--- config.mk ---
export PLATFORM = sky130hd
export DESIGN_NAME = apb_arbiter_flat
export DESIGN_NICKNAME = d
export VERILOG_FILES = /design/src/rtl/apb_arbiter_if.sv /design/src/rtl/apb_arbiter.sv /design/src/flat_wrapper.sv
export SDC_FILE = /design/constraint.sdc
export NUM_CORES = 1
export LEC_CHECK = 0
export ABC_CLOCK_PERIOD_IN_PS = 2700
export CAP_MARGIN = 10
export CORE_MARGIN = 5
export CORE_UTILIZATION = 28
export DETAILED_ROUTE_END_ITERATION = 16
export DONT_BUFFER_PORTS = 1
export SLEW_MARGIN = 20
export SYNTH_ARGS = -nofsm -noshare
export SYNTH_HDL_FRONTEND = slang
export SYNTH_SLANG_ARGS = --single-unit
--- constraint.sdc ---
create_clock -name pclk -period 2.7 [get_ports pclk]
set_input_delay 0.54 -clock pclk [delete_from_list [all_inputs] [get_ports pclk]]
set_output_delay 0.54 -clock pclk [all_outputs]
set_load 0.05 [all_outputs]
--- src/rtl/apb_arbiter_if.sv ---
// Bus bundle for apb_arbiter: requester-side APB slave arrays plus the shared downstream APB port.
interface apb_arbiter_if #(
  parameter int mst_c = 2,
  parameter int a_w   = 12
);
  logic [mst_c-1:0][a_w-1:0] paddr_m;
  logic [mst_c-1:0][31:0]    pwdata_m;
  logic [mst_c-1:0]          psel_m;
  logic [mst_c-1:0]          pwrite_m;
  logic [mst_c-1:0]          penable_m;
  logic [mst_c-1:0]          pready_m;
  logic [mst_c-1:0][31:0]    prdata_m;

  logic [a_w-1:0]            paddr;
  logic [31:0]               pwdata;
  logic                      psel;
  logic                      pwrite;
  logic                      penable;
  logic                      pready;
  logic [31:0]               prdata;

  // slave: the arbiter's face towards the requesters; master: towards apb_router
  modport slave  (input  paddr_m, pwdata_m, psel_m, pwrite_m, penable_m,
                  output pready_m, prdata_m);
  modport master (output paddr, pwdata, psel, pwrite, penable,
                  input  pready, prdata);
endinterface

--- src/rtl/apb_arbiter.sv ---
// Round-robin arbiter sharing one downstream APB master port among mst_c requesters.
// Optional ACCESS-phase timeout built when APB_ARB_TIMEOUT_EN is defined.
module apb_arbiter #(
  parameter int mst_c  = 2,
  parameter int a_w    = 12,
  parameter int to_cyc = 16
) (
  input  logic             pclk,
  input  logic             presetn,
  apb_arbiter_if.slave     req,
  apb_arbiter_if.master    dn,
  output logic [mst_c-1:0] grant,
  output logic             to_err
);

  localparam int IW = $clog2(mst_c);

  typedef enum logic [1:0] {IDLE, SETUP, ACCESS} state_t;

  state_t        state, state_nxt;
  logic [IW-1:0] last;
  logic [IW-1:0] own;
  logic [IW-1:0] win;
  logic          found;
  logic          done;
  logic          tmo;

  logic          unused_penable;
  assign unused_penable = ^req.penable_m;

  // Scan starts just after the previous owner, so the last winner ranks lowest.
  always_comb begin
    win   = '0;
    found = 1'b0;
    for (int i = 1; i <= mst_c; i++) begin
      if (!found && req.psel_m[(int'(last) + i) % mst_c]) begin
        found = 1'b1;
        win   = IW'((int'(last) + i) % mst_c);
      end
    end
  end

`ifdef APB_ARB_TIMEOUT_EN
  localparam int CW = $clog2(to_cyc + 1);
  logic [CW-1:0] to_cnt;

  always_ff @(posedge pclk or negedge presetn) begin
    if (!presetn) begin
      to_cnt <= '0;
    end else if (state == SETUP) begin
      to_cnt <= '0;
    end else if (state == ACCESS && !dn.pready) begin
      to_cnt <= to_cnt + 1'b1;
    end
  end

  assign tmo = (state == ACCESS) && !dn.pready && (to_cnt == CW'(to_cyc - 1));
`else
  logic [31:0] unused_to_cyc;
  assign unused_to_cyc = 32'(to_cyc);
  assign tmo = 1'b0;
`endif

  assign done = (state == ACCESS) && (dn.pready || tmo);

  always_ff @(posedge pclk or negedge presetn) begin
    if (!presetn) begin
      state <= IDLE;
    end else begin
      state <= state_nxt;
    end
  end

  always_comb begin
    state_nxt = state;
    case (state)
      IDLE:    if (found) state_nxt = SETUP;
      SETUP:   state_nxt = ACCESS;
      ACCESS:  if (done) state_nxt = IDLE;
      default: state_nxt = IDLE;
    endcase
  end

  // Response path is combinational so the winner sees completion in the same ACCESS cycle.
  always_comb begin
    req.pready_m = '0;
    req.prdata_m = '0;
    to_err       = 1'b0;
    if (done) begin
      req.pready_m[own] = 1'b1;
      req.prdata_m[own] = dn.pready ? dn.prdata : 32'hDEAD_BEEF;
      to_err            = tmo;
    end
  end

  always_ff @(posedge pclk or negedge presetn) begin
    if (!presetn) begin
      dn.paddr   <= '0;
      dn.pwdata  <= '0;
      dn.pwrite  <= 1'b0;
      dn.psel    <= 1'b0;
      dn.penable <= 1'b0;
      grant      <= '0;
      own        <= '0;
      last       <= IW'(mst_c - 1);
    end else begin
      case (state)
        IDLE: begin
          if (found) begin
            dn.paddr   <= req.paddr_m[win];
            dn.pwdata  <= req.pwdata_m[win];
            dn.pwrite  <= req.pwrite_m[win];
            dn.psel    <= 1'b1;
            dn.penable <= 1'b0;
            grant      <= mst_c'(1) << win;
            own        <= win;
          end
        end
        SETUP: dn.penable <= 1'b1;
        ACCESS: begin
          if (done) begin
            dn.psel    <= 1'b0;
            dn.penable <= 1'b0;
            grant      <= '0;
            last       <= own;
          end
        end
        default: ;
      endcase
    end
  end

endmodule

--- src/flat_wrapper.sv ---
// flat-port wrapper written by rule: the top's interface ports become plain ports
module apb_arbiter_flat 
#(
  parameter int mst_c  = 2,
  parameter int a_w    = 12,
  parameter int to_cyc = 16
)
  (pclk, presetn, grant, to_err, req_paddr_m, req_pwdata_m, req_psel_m, req_pwrite_m, req_penable_m, req_pready_m, req_prdata_m, dn_paddr, dn_pwdata, dn_psel, dn_pwrite, dn_penable, dn_pready, dn_prdata);
  apb_arbiter_if #(.mst_c(mst_c), .a_w(a_w)) req_i ();
  apb_arbiter_if #(.mst_c(mst_c), .a_w(a_w)) dn_i ();
  input  logic pclk;
  input  logic presetn;
  output logic [mst_c-1:0] grant;
  output logic to_err;
  input wire logic [$bits(req_i.paddr_m)-1:0] req_paddr_m;
  input wire logic [$bits(req_i.pwdata_m)-1:0] req_pwdata_m;
  input wire logic [$bits(req_i.psel_m)-1:0] req_psel_m;
  input wire logic [$bits(req_i.pwrite_m)-1:0] req_pwrite_m;
  input wire logic [$bits(req_i.penable_m)-1:0] req_penable_m;
  output wire logic [$bits(req_i.pready_m)-1:0] req_pready_m;
  output wire logic [$bits(req_i.prdata_m)-1:0] req_prdata_m;
  output wire logic [$bits(dn_i.paddr)-1:0] dn_paddr;
  output wire logic [$bits(dn_i.pwdata)-1:0] dn_pwdata;
  output wire logic [$bits(dn_i.psel)-1:0] dn_psel;
  output wire logic [$bits(dn_i.pwrite)-1:0] dn_pwrite;
  output wire logic [$bits(dn_i.penable)-1:0] dn_penable;
  input wire logic [$bits(dn_i.pready)-1:0] dn_pready;
  input wire logic [$bits(dn_i.prdata)-1:0] dn_prdata;
  assign req_i.paddr_m = req_paddr_m;
  assign req_i.pwdata_m = req_pwdata_m;
  assign req_i.psel_m = req_psel_m;
  assign req_i.pwrite_m = req_pwrite_m;
  assign req_i.penable_m = req_penable_m;
  assign req_pready_m = req_i.pready_m;
  assign req_prdata_m = req_i.prdata_m;
  assign dn_paddr = dn_i.paddr;
  assign dn_pwdata = dn_i.pwdata;
  assign dn_psel = dn_i.psel;
  assign dn_pwrite = dn_i.pwrite;
  assign dn_penable = dn_i.penable;
  assign dn_i.pready = dn_pready;
  assign dn_i.prdata = dn_prdata;
  apb_arbiter #(.mst_c(mst_c), .a_w(a_w), .to_cyc(to_cyc)) u_core (.pclk(pclk), .presetn(presetn), .req(req_i), .dn(dn_i), .grant(grant), .to_err(to_err));
endmodule
# Yosys cells after proc, flatten, opt, wreduce, memory -nomap -nowiden
# Index checks and enable logic that the tools add are counted.
# Widths: inputs -> output; s select.
[op_classes]
magnitude_cmp = 5
n_bitwise = 3
shifts = 1
n_addsub = 2
n_eq_ne = 4
mul = 0
n_reduce_logical = 12
mux = 33
n_div = 0
[ops]
columns = ["op", "n"]
rows = [
  ["$mux 32", 4],
  ["$and 64x64->64", 1],
  ["$mux 64", 1],
  ["$demux 32 s1", 1],
  ["$mux 12", 2],
  ["$mux 1", 16],
  ["$mux 2", 4],
  ["$lt 2x3->1 const B", 2],
  ["$pmux 2 s3", 1],
  ["$reduce_and 2->1", 3],
  ["$reduce_and 3->1", 2],
  ["$lt 1x2->1 const B", 2],
  ["$ne 2x1->1 const B", 2],
  ["$pmux 2 s2", 1],
  ["$logic_and 1x1->1", 3],
  ["$pmux 1 s3", 1],
  ["$reduce_bool 3->1", 1],
  ["$add 1x1->1 const B", 2],
  ["$and 1x1->1 const A", 2],
  ["$eq 2x1->1 const B", 1],
  ["$eq 2x2->1 const B", 1],
  ["$logic_not 2->1", 1],
  ["$pmux 1 s2", 1],
  ["$reduce_bool 2->1", 1],
  ["4 further kinds", 4],
]
[totals]
ram_bits = 0
register_bits = 53
n_memories = 0
rom_bits = 0
latchBits = 0
output_inout_bits = 116

# Logic depth before layout (Yosys ltp)
# Gate-level depths: netlist of the first run.
[depth]
ltp_word = 12
mapped_depth = 5

# Least setup slack after synthesis of the first run
# No wires, ideal clock.
[synth_timing]
path_kind = "input to output"
start = "input port dn_pready"
end = "output port req_prdata_m[55]"
setup_slack_ns = 0.443
t_arrival_ns = 1.717
path_stages = 4
t_required_ns = 2.160
path_cell_list = "nand3b_1 > nor2_1 > buf_2 > and2_1"
[synth_via]
elab_chain_len = 3
[synth_lines]
columns = ["item", "line_no", "source"]
rows = [
  ["start: declaration", "flat_wrapper.sv:27", "input wire logic [$bits(dn_i.pready)-1:0] dn_pready;"],
  ["$mux 32", "apb_arbiter.sv:91", "req.prdata_m[own] = dn.pready ? dn.prdata : 32'hDEAD_BEEF;"],
  ["$and 64x64->64 (no line)", "n/a", ""],
  ["$mux 64 *", "apb_arbiter.sv:89", "if (done) begin"],
  ["end: declaration", "flat_wrapper.sv:21", "output wire logic [$bits(req_i.prdata_m)-1:0] req_prdata_m;"],
]
# Every way passes the cells marked *; elsewhere a longest branch is shown, timed or not.

# Worst setup path after layout of the first run
[layout_timing]
start = "register u_core.state[0]"
end = "output port req_prdata_m[27]"
[layout_via]
elab_chain_len = 3
[layout_lines]
columns = ["item", "line_no", "source"]
rows = [
  ["start: declaration", "apb_arbiter.sv:20", "state_t state, state_nxt;"],
  ["start signal: assignment", "apb_arbiter.sv:70", "state <= state_nxt;"],
  ["$eq 2x2->1", "apb_arbiter.sv:64", "assign done = (state == ACCESS) && (dn.pready || tmo);"],
  ["$logic_and 1x1->1", "apb_arbiter.sv:64", ""],
  ["$mux 64", "apb_arbiter.sv:89", ""],
]
# Every way passes these cells.

==> impl_metrics.py, run 1 <==
metrics = {
    "logic_synthesis": {
        "synth_area_per_cell_sq_um": 8.57,
        "synth.distinct_cells": 24,
        "synth_area_sq_um": 2970,
        "synthCells": 347,
        "syn_nets": 476,
        "ys_ff_latch": 53,
        "yosys_warnings": 0,
        "yosysSeqAreaShare_pct": 44.7,
    },
    "pwr": {
        "vdd_drop_max_uv": 359,
        "leakagePower_uw": 0.00205,
        "p_per_area_nw_per_um2": 1350,
        "p_total_uw": 4750,
    },
    "sta": {
        "finalHoldViolations": 0,
        "slew_headroom_pct": 41.0,
        "period_needed_ns": 2.53,
        "setup-tns-final_ns": 0,
        "clock_skew_ns": 0.0126,
        "rsz0062_at_grt": "false",
        "worst_pin_slew_ns": 0.886,
        "worst_slack_ns": 0.172,
        "finalCritPeriodShare_pct": 93.6,
        "fmax_mhz": 396,
        "setup_violations": 0,
        "slew_viol_final": 0,
    },
    "setup_path": {
        "r2r_start": "u_core.state[0]$_DFFE_PN0P_",
        "worstPathRequired_ns": 2.16,
        "rr_endpoint": "u_core.dn.pwdata[0]$_DFFE_PN0P_",
        "crit_arrival_ns": 1.99,
        "end_kind": "output port",
        "reg2reg_setup_slack_ns": 0.85,
        "crit_type": "reg -> out",
        "r2r_cells": 3,
        "path_max_fanout": 23,
        "start_kind": "register",
    },
    "floorplanning": {
        "dieWidth_microns": 113,
        "ios": 245,
        "start_util_pct": 28.8,
        "dieArea_sq_um": 12800,
        "die_height_microns": 113,
        "core_area_sq_um": 10300,
        "row_count": 37,
    },
    "cells_and_area": {
        "multi_input_area_sq_um": 1010,
        "regArea_sq_um": 1330,
        "drive_above_1_share_pct": 15.6,
        "synthToLayoutAreaGrowth_pct": 18.7,
        "nets": 505,
        "final_util_pct": 34.2,
        "fill_cells": 1039,
        "antenna_cells": 0,
    },
    "detailed_routing": {
        "routedWlPerCell_microns": 17.6,
        "dr.first_iter.drc_count": 240,
        "vias_per_cell": 4.90,
        "antenna_left": 0,
        "num_vias": 2515,
        "drcViolationCount": 0,
        "detail_route.first_pass.iterations": 7,
        "wirelength_microns": 9030,
    },
    "placement": {
        "portBuffers": 0,
        "dp_slack_ns": 0.330,
        "dp_hpwl_microns": 6910,
        "gp_congestion": 0.779,
    },
    "clocking": {
        "clock_path_buffers": 2,
        "clock-root-buffer": "clkbuf_8",
        "clk_pin_slew_ns": 0.10,
        "numCtsBuffers": 5,
        "insertion_delay_ns": 0.31,
        "cts_sinks": 53,
        "cts_max_level": 2,
        "cts_tree": "done",
    },
    "run": {
        "max_cap_viol_count": 0,
    },
    "global_route": {
        "grt_pass1_wl_microns": 13700,
        "grt_max_degree": 53,
        "antenna_found_initial": 0,
        "grt_usage_pct": 13.3,
        "grt_pass1_vias": 2691,
        "gr-total-overflow": 0,
    },
    "run_status": {
        "status": "completed",
    },
    "min_path": {
        "hold_path.class": "in -> async",
    },
}
[worst max-delay path by stage]
stage | start | endpoint | slack [ns] | cells after the start
6_report | u_core.state[0]$_DFFE_PN0P_ | req_prdata_m[27] | 0.17 | 6
5_1_grt | u_core.state[0]$_DFFE_PN0P_ | req_prdata_m[29] | 0.02 | 6
4_1_cts | u_core.state[0]$_DFFE_PN0P_ | req_prdata_m[27] | 0.07 | 6
3_5_place_dp | dn_pready | req_prdata_m[57] | 0.33 | 5
3_3_place_gp | dn_pready | req_prdata_m[57] | 0.43 | 5
2_1_floorplan | dn_pready | req_prdata_m[55] | 0.44 | 4
[flip-flops by register name (all words and copies together) (netlist names)]
register,count
u_core.dn.pwdata,32
u_core.dn.paddr,12
u_core.grant,2
u_core.state,2
u_core.dn.penable,1
u_core.dn.psel,1
u_core.dn.pwrite,1
u_core.last,1
u_core.own,1
[per-layer routing]
metal | share of wire, % | wire (microns) | global-route usage, %
met1 | 34 | 3110 | 13.8
met2 | 52 | 4720 | 25.0
met5 | 0 | 0 | 0
met3 | 12 | 1040 | 4.65
met4 | 1.8 | 163 | 4.25
[cells in the mapped netlist]
library cell  count  area [sq um]
a21oi_1           1          5.00
o21bai_1          2          15.0
a222oi_1         45           450
buf_4             1          7.51
nor2_1            2          7.51
buf_2             9          45.0
nor2_2            1          6.26
dfrtp_1          52          1300
and3_1            1          6.26
inv_1           140           526
conb_1            1          3.75
nor2b_1           1          6.26
dfstp_2           1          26.3
nor3_1            2          10.0
nand3b_1          1          7.51
a21o_1            2          15.0
buf_6             5          56.3
nand2_1           3          11.3
clkbuf_1          7          26.3
o21ai_0           1          5.00
and2_1           64           400
nand2b_1          3          18.8
o21ai_1           1          5.00
and3_4            1          11.3
[critical path, cell delays in order, from the launching register on]
cell      delay [ns]
dfrtp_1         0.43
nand3b_1        0.31
nor2_2          0.14
buf_4           0.22
buf_6           0.22
and2_1          0.15
buf_4           0.19
[final cells by class]
| type | instances | share of cell area, % |
|---|---|---|
| Multi-Input combinational cell | 132 | 28.5 |
| Tap cell | 136 | 4.82 |
| Clock inverter | 2 | 1.06 |
| Clock buffer | 6 | 2.34 |
| Timing Repair Buffer | 44 | 10.7 |
| Sequential cell | 53 | 37.6 |
| Inverter | 140 | 14.9 |
[kinds of logic (layout without fill, tap and decap cells)]
family	after synthesis	count (layout)	share of synthesized area [%]
compound gates	52	52	16.7
simple gates	79	79	16.3
buf+inv	162	192	22.2
other cells	1	1	0.126
flops	53	53	44.7
[through the flow]
step	area (sq um)	hold slack [ns]	instances
final	3530	0.0573	513
after global routing	3530	0.0270	513
after CTS	3510	0.0318	512
after detailed placement	3350	0.246	503
after global placement	3350	0.246	503
after floorplan	2970	0.244	347
[report_power, final]
part	switching, uW	internal (uW)
registers	1530	1160
clock network	263	302
logic	938	553
[cell usage in the layout (no fill, tap or decap), types with 2 or more instances in the layout]
| cell | instances |
|---|---|
| a222oi_1 | 45 |
| o21bai_1 | 2 |
| inv_1 | 140 |
| nor2_2 | 2 |
| and2_1 | 64 |
| clkbuf_8 | 6 |
| nor3_1 | 2 |
| buf_12 | 2 |
| a21o_1 | 2 |
| nand2b_1 | 3 |
| dfrtp_1 | 52 |
| nand2_1 | 3 |
| buf_4 | 40 |
[what timing repair did]
action	4_1_cts	5_1_grt
hold buffers	1	0
endpoints found under the setup margin	1	17
buffers inserted	0	1
hold endpoints to repair	52	0
pin swaps	0	1
resized for setup	1	1
No activity file was read; power rests on OpenSTA's default activity.
==> run 2: changes to the inputs <==
--- a/config.mk
+++ b/config.mk
@@ -11,6 +11,7 @@
 export CORE_UTILIZATION = 28
 export DETAILED_ROUTE_END_ITERATION = 16
 export DONT_BUFFER_PORTS = 1
+export PLACE_DENSITY = 0.43
 export SLEW_MARGIN = 20
 export SYNTH_ARGS = -nofsm -noshare
 export SYNTH_HDL_FRONTEND = slang
==> run 2 against run 1 <==
Final area down 0.92%. Maximum frequency down 1.6%. Global-route usage down 0.059 points. Wire length about the same. Worst hold slack better by 0.014 ns. Via count down 1.1%. Sequential share of layout area up 0.35 points. First-iteration DRC count up 34%. Clock skew down 0.0072 ns. Critical path type unchanged. Critical endpoint is now req_prdata_m[54].
==> impl_metrics.py, run 2 (synthesized netlist as in run 1, its figures left out) <==
metrics = {
    "cells_and_area": {
        "reg.largest.list": "u_core.dn.pwdata x32, u_core.dn.paddr x12",
        "fill_cells": 1096,
        "final_area_sq_um": 3500,
        "layout_commonest_cell": "inv_1",
        "largest_reg_flops": 32,
        "antenna_cells": 0,
        "synthToLayoutAreaGrowth_pct": 17.6,
        "layout_common_cells": "inv_1 (140), and2_1 (64), dfrtp_1 (52)",
        "top_register": "u_core.dn.pwdata",
        "drive_above_1_share_pct": 15.1,
        "nets": 505,
    },
    "placement": {
        "dp_slack_ns": 0.425,
        "dp_hpwl_microns": 6890,
        "gp_congestion": 0.772,
        "portBuffers": 0,
        "place_area_sq_um": 3390,
    },
    "pwr": {
        "p_comb_share_pct": 32.3,
        "seq_power_share_pct": 58.2,
        "leakagePower_uw": 0.00203,
        "p_switching_uw": 2720,
        "p_int_uw": 1910,
        "p_per_area_nw_per_um2": 1330,
        "p_sw_share_pct": 58.8,
        "pwr-share-clk_pct": 9.5,
        "vdd_drop_max_uv": 408,
    },
    "clocking": {
        "cts_max_level": 2,
        "clk_pin_slew_ns": 0.10,
        "clock_path_buffers": 2,
        "cts_tree": "done",
        "cts_sinks": 53,
        "ctsResizeCount": 0,
        "insertion_delay_ns": 0.30,
        "numCtsBuffers": 5,
        "clock-root-buffer": "clkbuf_8",
    },
    "sta": {
        "finalCritPeriodShare_pct": 95.2,
        "clock_skew_ns": 0.00538,
        "slew_headroom_pct": 63.7,
        "fmax_mhz": 389,
        "setup_violations": 0,
        "worst_pin_slew_ns": 0.545,
        "worst_slack_ns": 0.130,
        "slew_viol_final": 0,
        "period_needed_ns": 2.57,
        "finalHoldViolations": 0,
        "rsz0062_at_grt": "true",
    },
    "setup_path": {
        "path_max_fanout": 16,
        "crit_path_end": "req_prdata_m[54]",
        "worstPathRequired_ns": 2.16,
        "rr_endpoint": "u_core.dn.paddr[8]$_DFFE_PN0P_",
        "cpMaxStageDelayCell": "and2_1",
        "critPathMaxStageDelay_ns": 0.55,
        "r2r_start": "u_core.state[0]$_DFFE_PN0P_",
        "crit_arrival_ns": 2.03,
        "start_kind": "register",
        "cp-startpoint": "u_core.state[0]$_DFFE_PN0P_",
        "r2r_cells": 4,
        "reg2reg_setup_slack_ns": 1.06,
        "path_buf_inv": 0,
        "path_delay_family": "simple AND/OR/NAND/NOR gates",
        "path_depth": 3,
        "worstPathCellList": "nand3b_1 -> nor2_2 -> and2_1",
        "crit_type": "reg -> out",
        "end_kind": "output port",
    },
    "detailed_routing": {
        "num_vias": 2487,
        "routedWlPerCell_microns": 17.6,
        "detail_route.first_pass.iterations": 8,
        "antenna_left": 0,
        "drcViolationCount": 0,
        "dr.first_iter.drc_count": 321,
        "vias_per_cell": 4.85,
        "wirelength_microns": 9020,
    },
    "floorplanning": {
        "row_count": 37,
        "dieArea_sq_um": 12800,
        "core_area_sq_um": 10300,
        "die_height_microns": 113,
        "start_util_pct": 28.8,
        "ios": 245,
        "dieWidth_microns": 113,
    },
    "global_route": {
        "grt_max_degree": 53,
        "grt_usage_pct": 13.3,
        "grt_pass1_vias": 2663,
        "grt_pass1_wl_microns": 13800,
        "gr-total-overflow": 0,
        "antenna_found_initial": 0,
    },
    "min_path": {
        "hold_path.class": "in -> async",
    },
    "run_status": {
        "status": "completed",
    },
    "run": {
        "max_cap_viol_count": 0,
    },
}
## run 2: cell types whose count changed in the layout (fill, tap and decap cells not counted)
| cell | change |
|---|---|
| buf_12 | +1 |
| buf_6 | -1 |
| clkbuf_1 | +2 |
| bufinv_16 | -1 |
| nor2_2 | +1 |
| nor2_4 | -1 |
| clkbuf_8 | -1 |
## run 2: layer usage
layer | vias up | GRT usage (%) | routed length (microns)
li1 | 1128 | - | -
met1 | 1169 | 14.6 | 3250
met2 | 186 | 24.6 | 4650
met3 | 4 | 4.65 | 1070
met4 | 0 | 2.64 | 50
met5 | - | 0 | 0
## run 2: area by class of cell
cell class	count	area (sq um)	area share (%)
clock buffer	7	76.3	2.18
inverter	140	526	15.0
timing repair buffer	44	388	11.1
multi-input combinational	132	1000	28.7
clock inverter	1	7.51	0.215
sequential	53	1330	38.0
tap	136	170	4.87
## run 2: per-stage QoR
step	util [%]	hold WS [ns]	setup TNS, ns	total power (uW)	cells
6_report	33.9	0.0709	0	4630	513
5_1_grt	33.9	0.0425	-2.38	4890	513
4_1_cts	33.9	0.0519	0	4710	513
3_5_place_dp	32.8	0.246	0	4230	504
3_3_place_gp	32.8	0.246	0	4200	504
2_1_floorplan	-	0.244	0	3830	347
## run 2: worst min path at each step
| stage | slack [ns] | end | startpoint |
|---|---|---|---|
| after global routing | 0.04 | u_core.last$_DFFE_PN1P_ | presetn |
| after floorplan | 0.24 | u_core.dn.paddr[0]$_DFFE_PN0P_ | presetn |
| final | 0.07 | u_core.last$_DFFE_PN1P_ | presetn |
| after CTS | 0.05 | u_core.last$_DFFE_PN1P_ | presetn |
| after global placement | 0.25 | u_core.dn.pwdata[10]$_DFFE_PN0P_ | presetn |
| after detailed placement | 0.25 | u_core.dn.pwdata[10]$_DFFE_PN0P_ | presetn |
## run 2: power groups by stage
| stage | sequential, uW | combinational (uW) | clock, uW |
|---|---|---|---|
| floorplan | 2620 | 1210 | 0 |
| global placement | 2730 | 1480 | 0 |
| detailed placement | 2740 | 1500 | 0 |
| CTS | 2710 | 1520 | 474 |
| global route | 2750 | 1640 | 501 |
| finish | 2700 | 1500 | 440 |
## run 2: timing repair
item | 4_1_cts | 5_1_grt
endpoints found under the hold margin | 52 | 0
setup buffers | 0 | 0
hold buffers | 1 | 0
setup endpoints to repair | 0 | 49
